==> config.mk <==
export PLATFORM = sky130hd
export DESIGN_NAME = regfile_port_arbiter_flat
export DESIGN_NICKNAME = d
export VERILOG_FILES = /design/src/rtl/regfile_port_arbiter_pkg.sv /design/src/rtl/regfile_port_arbiter_if.sv /design/src/rtl/regfile_port_arbiter_rr_arb2.sv /design/src/rtl/regfile_port_arbiter.sv /design/src/flat_wrapper.sv
export SDC_FILE = /design/constraint.sdc
export NUM_CORES = 1
export LEC_CHECK = 0
export ABC_AREA = 1
export BUFFER_PORTS_ARGS = -buffer_cell sky130_fd_sc_hd__buf_4
export CAP_MARGIN = 15
export CORE_MARGIN = 2
export CORE_UTILIZATION = 45
export DETAILED_ROUTE_END_ITERATION = 7
export PLACE_DENSITY_LB_ADDON = 0.1
export SYNTH_ARGS = -nofsm -noshare
export SYNTH_HDL_FRONTEND = slang
export SYNTH_SLANG_ARGS = --single-unit
==> constraint.sdc <==
create_clock -name clk -period 4.3 [get_ports clk]
set_input_delay 0.215 -clock clk [delete_from_list [all_inputs] [get_ports clk]]
set_output_delay 0.215 -clock clk [all_outputs]
set_load 0.01 [all_outputs]
==> src/rtl/regfile_port_arbiter_pkg.sv <==
// Shared types and sizes for the register-file port-1 arbiter.
// Grant encoding is shared by the arbiter core and anything observing it.
package anna_regfile_pkg;

  localparam int NUM_REGS  = 8;
  localparam int REG_IDX_W = 3;
  localparam int DATA_W    = 16;

  typedef enum logic [1:0] {
    GNT_NONE,
    GNT_RD,
    GNT_A,
    GNT_B
  } grant_t;

  function automatic logic is_write_grant(grant_t g);
    return (g == GNT_A) || (g == GNT_B);
  endfunction

endpackage

==> src/rtl/regfile_port_arbiter_if.sv <==
// Bundle of requester handshakes and register-file port-1 controls.
// master = requesters plus register-file sink, slave = the arbiter.
interface regfile_port_arbiter_if
  import anna_regfile_pkg::*;
#(
  parameter int ADDR_W = 16,
  parameter int DATA_W = 16
);

  // Handshake: a transfer happens in the cycle valid && ready; the requester
  // holds valid and its payload stable until it sees ready, and ready is a
  // same-cycle function of the current grant (no dependence on a later cycle).
  logic                 rd_valid;
  logic                 rd_ready;
  logic [REG_IDX_W-1:0] rd_addr;

  logic                 a_valid;
  logic                 a_ready;
  logic [REG_IDX_W-1:0] a_rd;
  logic [DATA_W-1:0]    a_data;

  logic                 b_valid;
  logic                 b_ready;
  logic [REG_IDX_W-1:0] b_rd;
  logic [DATA_W-1:0]    b_data;

  logic                 r_en1;
  logic                 w_en;
  logic [ADDR_W-1:0]    reg1;
  logic [DATA_W-1:0]    w_data;
  logic                 rd_issued;

  modport master (
    output rd_valid, rd_addr, a_valid, a_rd, a_data, b_valid, b_rd, b_data,
    input  rd_ready, a_ready, b_ready, r_en1, w_en, reg1, w_data, rd_issued
  );

  modport slave (
    input  rd_valid, rd_addr, a_valid, a_rd, a_data, b_valid, b_rd, b_data,
    output rd_ready, a_ready, b_ready, r_en1, w_en, reg1, w_data, rd_issued
  );

endinterface

==> src/rtl/regfile_port_arbiter_rr_arb2.sv <==
// Two-way round-robin selector; last_b_q remembers whether B won last.
// A lone requester always wins; on a tie the side that did not win last wins.
module rr_arb2 (
  input  logic clk,
  input  logic reset,
  input  logic req_a_i,
  input  logic req_b_i,
  input  logic adv_i,
  output logic gnt_a_o,
  output logic gnt_b_o
);

  logic last_b_q;

  assign gnt_a_o = req_a_i && (!req_b_i || last_b_q);
  assign gnt_b_o = req_b_i && !gnt_a_o;

  // Reset to "B won last" so A takes the first tie.
  always_ff @(posedge clk) begin
    if (reset) begin
      last_b_q <= 1'b1;
    end else if (adv_i) begin
      last_b_q <= gnt_b_o;
    end
  end

endmodule

==> src/rtl/regfile_port_arbiter.sv <==
// Arbitrates register-file port 1 between decode reads and two writebacks.
// Optional: define ARB_DROP_R0_EN to swallow writes to r0 without a port cycle.
module regfile_port_arbiter
  import anna_regfile_pkg::*;
#(
  parameter int STARVE_LIMIT = 4,
  parameter int ADDR_W       = 16,
  parameter int DATA_W       = 16
) (
  input logic                 clk,
  input logic                 reset,
  regfile_port_arbiter_if.slave bus
);

  localparam int CNT_W = $clog2(STARVE_LIMIT + 1);
  localparam logic [CNT_W-1:0] LIMIT_C = CNT_W'(STARVE_LIMIT);

  grant_t               grant;
  logic                 wr_any;
  logic                 wr_grant;
  logic                 arb_a;
  logic                 arb_b;
  logic                 drop_wr;
  logic [REG_IDX_W-1:0] wr_rd;
  logic [DATA_W-1:0]    wr_data;

  logic [CNT_W-1:0]  starve_q, starve_d;
  logic              r_en1_q, w_en_q, rd_issued_q;
  logic [ADDR_W-1:0] reg1_q;
  logic [DATA_W-1:0] w_data_q;

  assign wr_any = bus.a_valid | bus.b_valid;

  rr_arb2 u_rr (
    .clk     (clk),
    .reset   (reset),
    .req_a_i (bus.a_valid),
    .req_b_i (bus.b_valid),
    .adv_i   (wr_grant),
    .gnt_a_o (arb_a),
    .gnt_b_o (arb_b)
  );

  // A starved write jumps ahead of reads; otherwise reads beat writes.
  always_comb begin
    grant = GNT_NONE;
    if (!reset) begin
      if (wr_any && (starve_q == LIMIT_C || !bus.rd_valid)) begin
        grant = arb_a ? GNT_A : (arb_b ? GNT_B : GNT_NONE);
      end else if (bus.rd_valid) begin
        grant = GNT_RD;
      end
    end
  end

  assign wr_grant = is_write_grant(grant);
  assign wr_rd    = (grant == GNT_A) ? bus.a_rd   : bus.b_rd;
  assign wr_data  = (grant == GNT_A) ? bus.a_data : bus.b_data;

`ifdef ARB_DROP_R0_EN
  assign drop_wr = (wr_rd == '0);
`else
  assign drop_wr = 1'b0;
`endif

  always_comb begin
    starve_d = starve_q;
    if (wr_grant || !wr_any) begin
      starve_d = '0;
    end else if (grant == GNT_RD && starve_q != LIMIT_C) begin
      starve_d = starve_q + CNT_W'(1);
    end
  end

  always_ff @(posedge clk) begin
    if (reset) begin
      starve_q    <= '0;
      r_en1_q     <= 1'b0;
      w_en_q      <= 1'b0;
      rd_issued_q <= 1'b0;
      reg1_q      <= '0;
      w_data_q    <= '0;
    end else begin
      starve_q    <= starve_d;
      r_en1_q     <= (grant == GNT_RD);
      rd_issued_q <= (grant == GNT_RD);
      w_en_q      <= wr_grant && !drop_wr;
      if (grant == GNT_RD) begin
        reg1_q <= ADDR_W'(bus.rd_addr);
      end else if (wr_grant && !drop_wr) begin
        reg1_q   <= ADDR_W'(wr_rd);
        w_data_q <= wr_data;
      end
    end
  end

  assign bus.rd_ready = (grant == GNT_RD);
  assign bus.a_ready  = (grant == GNT_A);
  assign bus.b_ready  = (grant == GNT_B);

  // Enables are masked by reset so a transfer registered just before reset
  // never reaches the register file.
  assign bus.r_en1     = r_en1_q & ~reset;
  assign bus.w_en      = w_en_q & ~reset;
  assign bus.rd_issued = rd_issued_q & ~reset;
  assign bus.reg1      = reg1_q;
  assign bus.w_data    = w_data_q;

endmodule

==> src/flat_wrapper.sv <==
// flat-port wrapper written by rule: the top's interface ports become plain ports
module regfile_port_arbiter_flat import anna_regfile_pkg::*;
#(
  parameter int STARVE_LIMIT = 4,
  parameter int ADDR_W       = 16,
  parameter int DATA_W       = 16
)
  (clk, reset, bus_rd_valid, bus_rd_addr, bus_a_valid, bus_a_rd, bus_a_data, bus_b_valid, bus_b_rd, bus_b_data, bus_rd_ready, bus_a_ready, bus_b_ready, bus_r_en1, bus_w_en, bus_reg1, bus_w_data, bus_rd_issued);
  regfile_port_arbiter_if #(.ADDR_W(ADDR_W), .DATA_W(DATA_W)) bus_i ();
  input logic clk;
  input logic reset;
  input wire logic [$bits(bus_i.rd_valid)-1:0] bus_rd_valid;
  input wire logic [$bits(bus_i.rd_addr)-1:0] bus_rd_addr;
  input wire logic [$bits(bus_i.a_valid)-1:0] bus_a_valid;
  input wire logic [$bits(bus_i.a_rd)-1:0] bus_a_rd;
  input wire logic [$bits(bus_i.a_data)-1:0] bus_a_data;
  input wire logic [$bits(bus_i.b_valid)-1:0] bus_b_valid;
  input wire logic [$bits(bus_i.b_rd)-1:0] bus_b_rd;
  input wire logic [$bits(bus_i.b_data)-1:0] bus_b_data;
  output wire logic [$bits(bus_i.rd_ready)-1:0] bus_rd_ready;
  output wire logic [$bits(bus_i.a_ready)-1:0] bus_a_ready;
  output wire logic [$bits(bus_i.b_ready)-1:0] bus_b_ready;
  output wire logic [$bits(bus_i.r_en1)-1:0] bus_r_en1;
  output wire logic [$bits(bus_i.w_en)-1:0] bus_w_en;
  output wire logic [$bits(bus_i.reg1)-1:0] bus_reg1;
  output wire logic [$bits(bus_i.w_data)-1:0] bus_w_data;
  output wire logic [$bits(bus_i.rd_issued)-1:0] bus_rd_issued;
  assign bus_i.rd_valid = bus_rd_valid;
  assign bus_i.rd_addr = bus_rd_addr;
  assign bus_i.a_valid = bus_a_valid;
  assign bus_i.a_rd = bus_a_rd;
  assign bus_i.a_data = bus_a_data;
  assign bus_i.b_valid = bus_b_valid;
  assign bus_i.b_rd = bus_b_rd;
  assign bus_i.b_data = bus_b_data;
  assign bus_rd_ready = bus_i.rd_ready;
  assign bus_a_ready = bus_i.a_ready;
  assign bus_b_ready = bus_i.b_ready;
  assign bus_r_en1 = bus_i.r_en1;
  assign bus_w_en = bus_i.w_en;
  assign bus_reg1 = bus_i.reg1;
  assign bus_w_data = bus_i.w_data;
  assign bus_rd_issued = bus_i.rd_issued;
  regfile_port_arbiter #(.STARVE_LIMIT(STARVE_LIMIT), .ADDR_W(ADDR_W), .DATA_W(DATA_W)) u_core (.clk(clk), .reset(reset), .bus(bus_i));
endmodule
==> results_dict.tcl <==
set metrics [dict create \
    outcome "finished, final reports clean" \
    layout_commonest_cell "buf_4" \
    netlist_area_um2 1290 \
    synth.distinct_cells 26 \
    hold_viol 0 \
    cts_max_level 1 \
    syn2layout_area_growth_pct 38.4 \
    setup_violations 0 \
    min_period_ns 2.11 \
    clockBufferDepth 2 \
    drt-total-wl_mm 2.95 \
    critPathCaptureType "primary output" \
    insertion_delay_ns 0.32 \
    total_power_mw 0.471 \
    cts_setup_buffers 0 \
    drc 0 \
    ir_drop_mv 0.259 \
    cts_sinks 25 \
    core_area_um2 2730 \
    antenna_found_initial 0 \
    grt_max_degree 27 \
    nNetsFinal 293 \
    cts_buffers 3 \
    drt_iter0_markers 45 \
    layout_worst_path_cycle_share 0.490 \
    crit_type "reg -> out" \
    io_pins 84 \
    p_per_area_nw_per_um2 264 \
    grt_overflow 0 \
    grt_pass1_vias 1129 \
    crit_path_start_kind "flip-flop" \
    fmax_mhz 475 \
    ys_warn_count 0 \
    setup_tns_ns 0 \
    worstPathArrival_ns 1.89 \
    num_vias 1292 \
    post_drt_wl_per_cell_um 10.7 \
    grt_first_pass_wirelength_mm 4.71 \
    critPathRequiredTime_ns 4.09 \
    hold_class "in -> reg" \
    rsz0062_at_grt "no" \
    ys_seq_area_frac 0.389 \
    fin_skew_ns 0.00514 \
    dp_cells 271 \
    final_antenna_net_count 0 \
    path_clk_slew_ns 0.14 \
    synth_cells 178 \
    vias_per_cell 4.70 \
    place_congestion 0.807 \
    fillers 259 \
    leakage_nw 0.900 \
    ctsResizeCount 0 \
    avgSynthCellArea_um2 7.23 \
    final_cell_mix "buf_4, nand2_1, dfxtp_1" \
    dr.pass1.iters 4 \
    ys_ff_latch 25 \
    rows 19 \
    drive_gt1_frac 0.336 \
    crit_fanout 26 \
    max-cap-violations 0 \
    cts-root-buf "clkbuf_4" \
    io_buffers 70 \
    dpl.hpwl_mm 2.18 \
    slew_violations 0 \
    antenna_cells 0 \
    holdBufCountCts 0 \
    final_cell_count_no_fill 275 \
    cts_tree "done" \
    grtUsageTotal 0.178 \
    initial_core_util 0.470 \
    die_y_um 57.5 \
    die_area_um2 3300 \
    die_w_um 57.5 \
]
==> layout make-up <==
class / instances / area (µm²) / share of cell area
timing repair buffer: 70 / 526 / 0.295
clock buffer: 3 / 22.5 / 0.0126
clock inverter: 1 / 7.51 / 0.00422
sequential: 25 / 500 / 0.281
multi-input combinational: 129 / 626 / 0.351
tap: 31 / 38.8 / 0.0218
inverter: 16 / 60.1 / 0.0337
==> metal layers <==
| metal | vias to the layer above | track usage | wire, µm |
|---|---|---|---|
| li1 | 676 | - | - |
| met1 | 556 | 0.225 | 1300 |
| met2 | 54 | 0.297 | 1350 |
| met3 | 6 | 0.0476 | 248 |
| met4 | 0 | 0.0532 | 44 |
| met5 | - | 0 | 0 |
==> critical path: stages (launching register included) <==
cell and delay, ns:
dfxtp_1 0.38, inv_1 0.06, ha_1 0.18, nand2_1 0.12, nand2_2 0.11, nand2_4 0.28, nand3_1 0.23, inv_1 0.09
buf_4 0.11
==> cell usage after synthesis <==
cell / n / area [µm²]
nor2_2: 1 / 6.26
or2_1: 1 / 6.26
nand3_2: 1 / 10.0
nand2_4: 1 / 11.3
nand2_1: 65 / 244
nand4_1: 3 / 18.8
inv_2: 1 / 3.75
clkbuf_1: 2 / 7.51
buf_6: 2 / 22.5
conb_1: 1 / 3.75
nand3_1: 8 / 40.0
xor2_1: 1 / 8.76
buf_4: 14 / 105
nand3b_1: 1 / 7.51
nor2_8: 1 / 20.0
nand2_2: 2 / 12.5
nor2_1: 6 / 22.5
ha_1: 2 / 25.0
a21oi_1: 3 / 15.0
nor2_4: 1 / 11.3
a211oi_1: 1 / 7.51
inv_1: 15 / 56.3
buf_2: 2 / 10.0
a31oi_1: 16 / 100
dfxtp_1: 25 / 500
o21ai_0: 2 / 10.0
==> worst paths after layout <==
kind                      startpoint               endpoint  slack, ns  cells after the start
hold / removal        bus_a_data[12]  u_core.bus.w_data[12]       0.14                      3
setup reg to reg  u_core.starve_q[0]     u_core.bus.reg1[0]       2.51                      9
setup / recovery  u_core.starve_q[0]           bus_rd_ready       2.19                      8
hold reg to reg   u_core.starve_q[0]     u_core.starve_q[0]       0.50                      2
==> state kept, by name, summed over array words and instances, names as in the netlist <==
signal	cells
u_core.u_rr.last_b_q	1
u_core.r_en1_q	1
u_core.bus.reg1	3
u_core.w_en_q	1
u_core.starve_q	3
u_core.bus.w_data	16
==> cells by family (layout without fill, tap and decap cells) <==
family,Yosys count,count (layout),synth area share
and+or+nand+nor,91,91,0.319
buffers and inverters,36,90,0.160
DFF,25,25,0.389
AOI/OAI and AO/OA,22,22,0.103
adders and majority gates,2,2,0.0195
other,1,13,0.00292
xor gates and xnor gates,1,1,0.00681
==> power breakdown <==
| part | switching [mW] | internal [mW] |
|---|---|---|
| combinational | 0.0549 | 0.0565 |
| clock | 0.0726 | 0.0356 |
| sequential | 0.00642 | 0.245 |
| total | 0.134 | 0.337 |
==> through the flow <==
stage	area, µm²	setup WS (ns)	utilization	hold slack (ns)
2_1_floorplan	1330	2.82	-	0.372
3_3_place_gp	1750	2.54	0.640	0.456
5_1_grt	1780	2.01	0.651	0.137
4_1_cts	1780	2.18	0.651	0.133
3_5_place_dp	1750	2.51	0.640	0.464
6_report	1780	2.19	0.651	0.139
(Power assumes the default switching activity.)
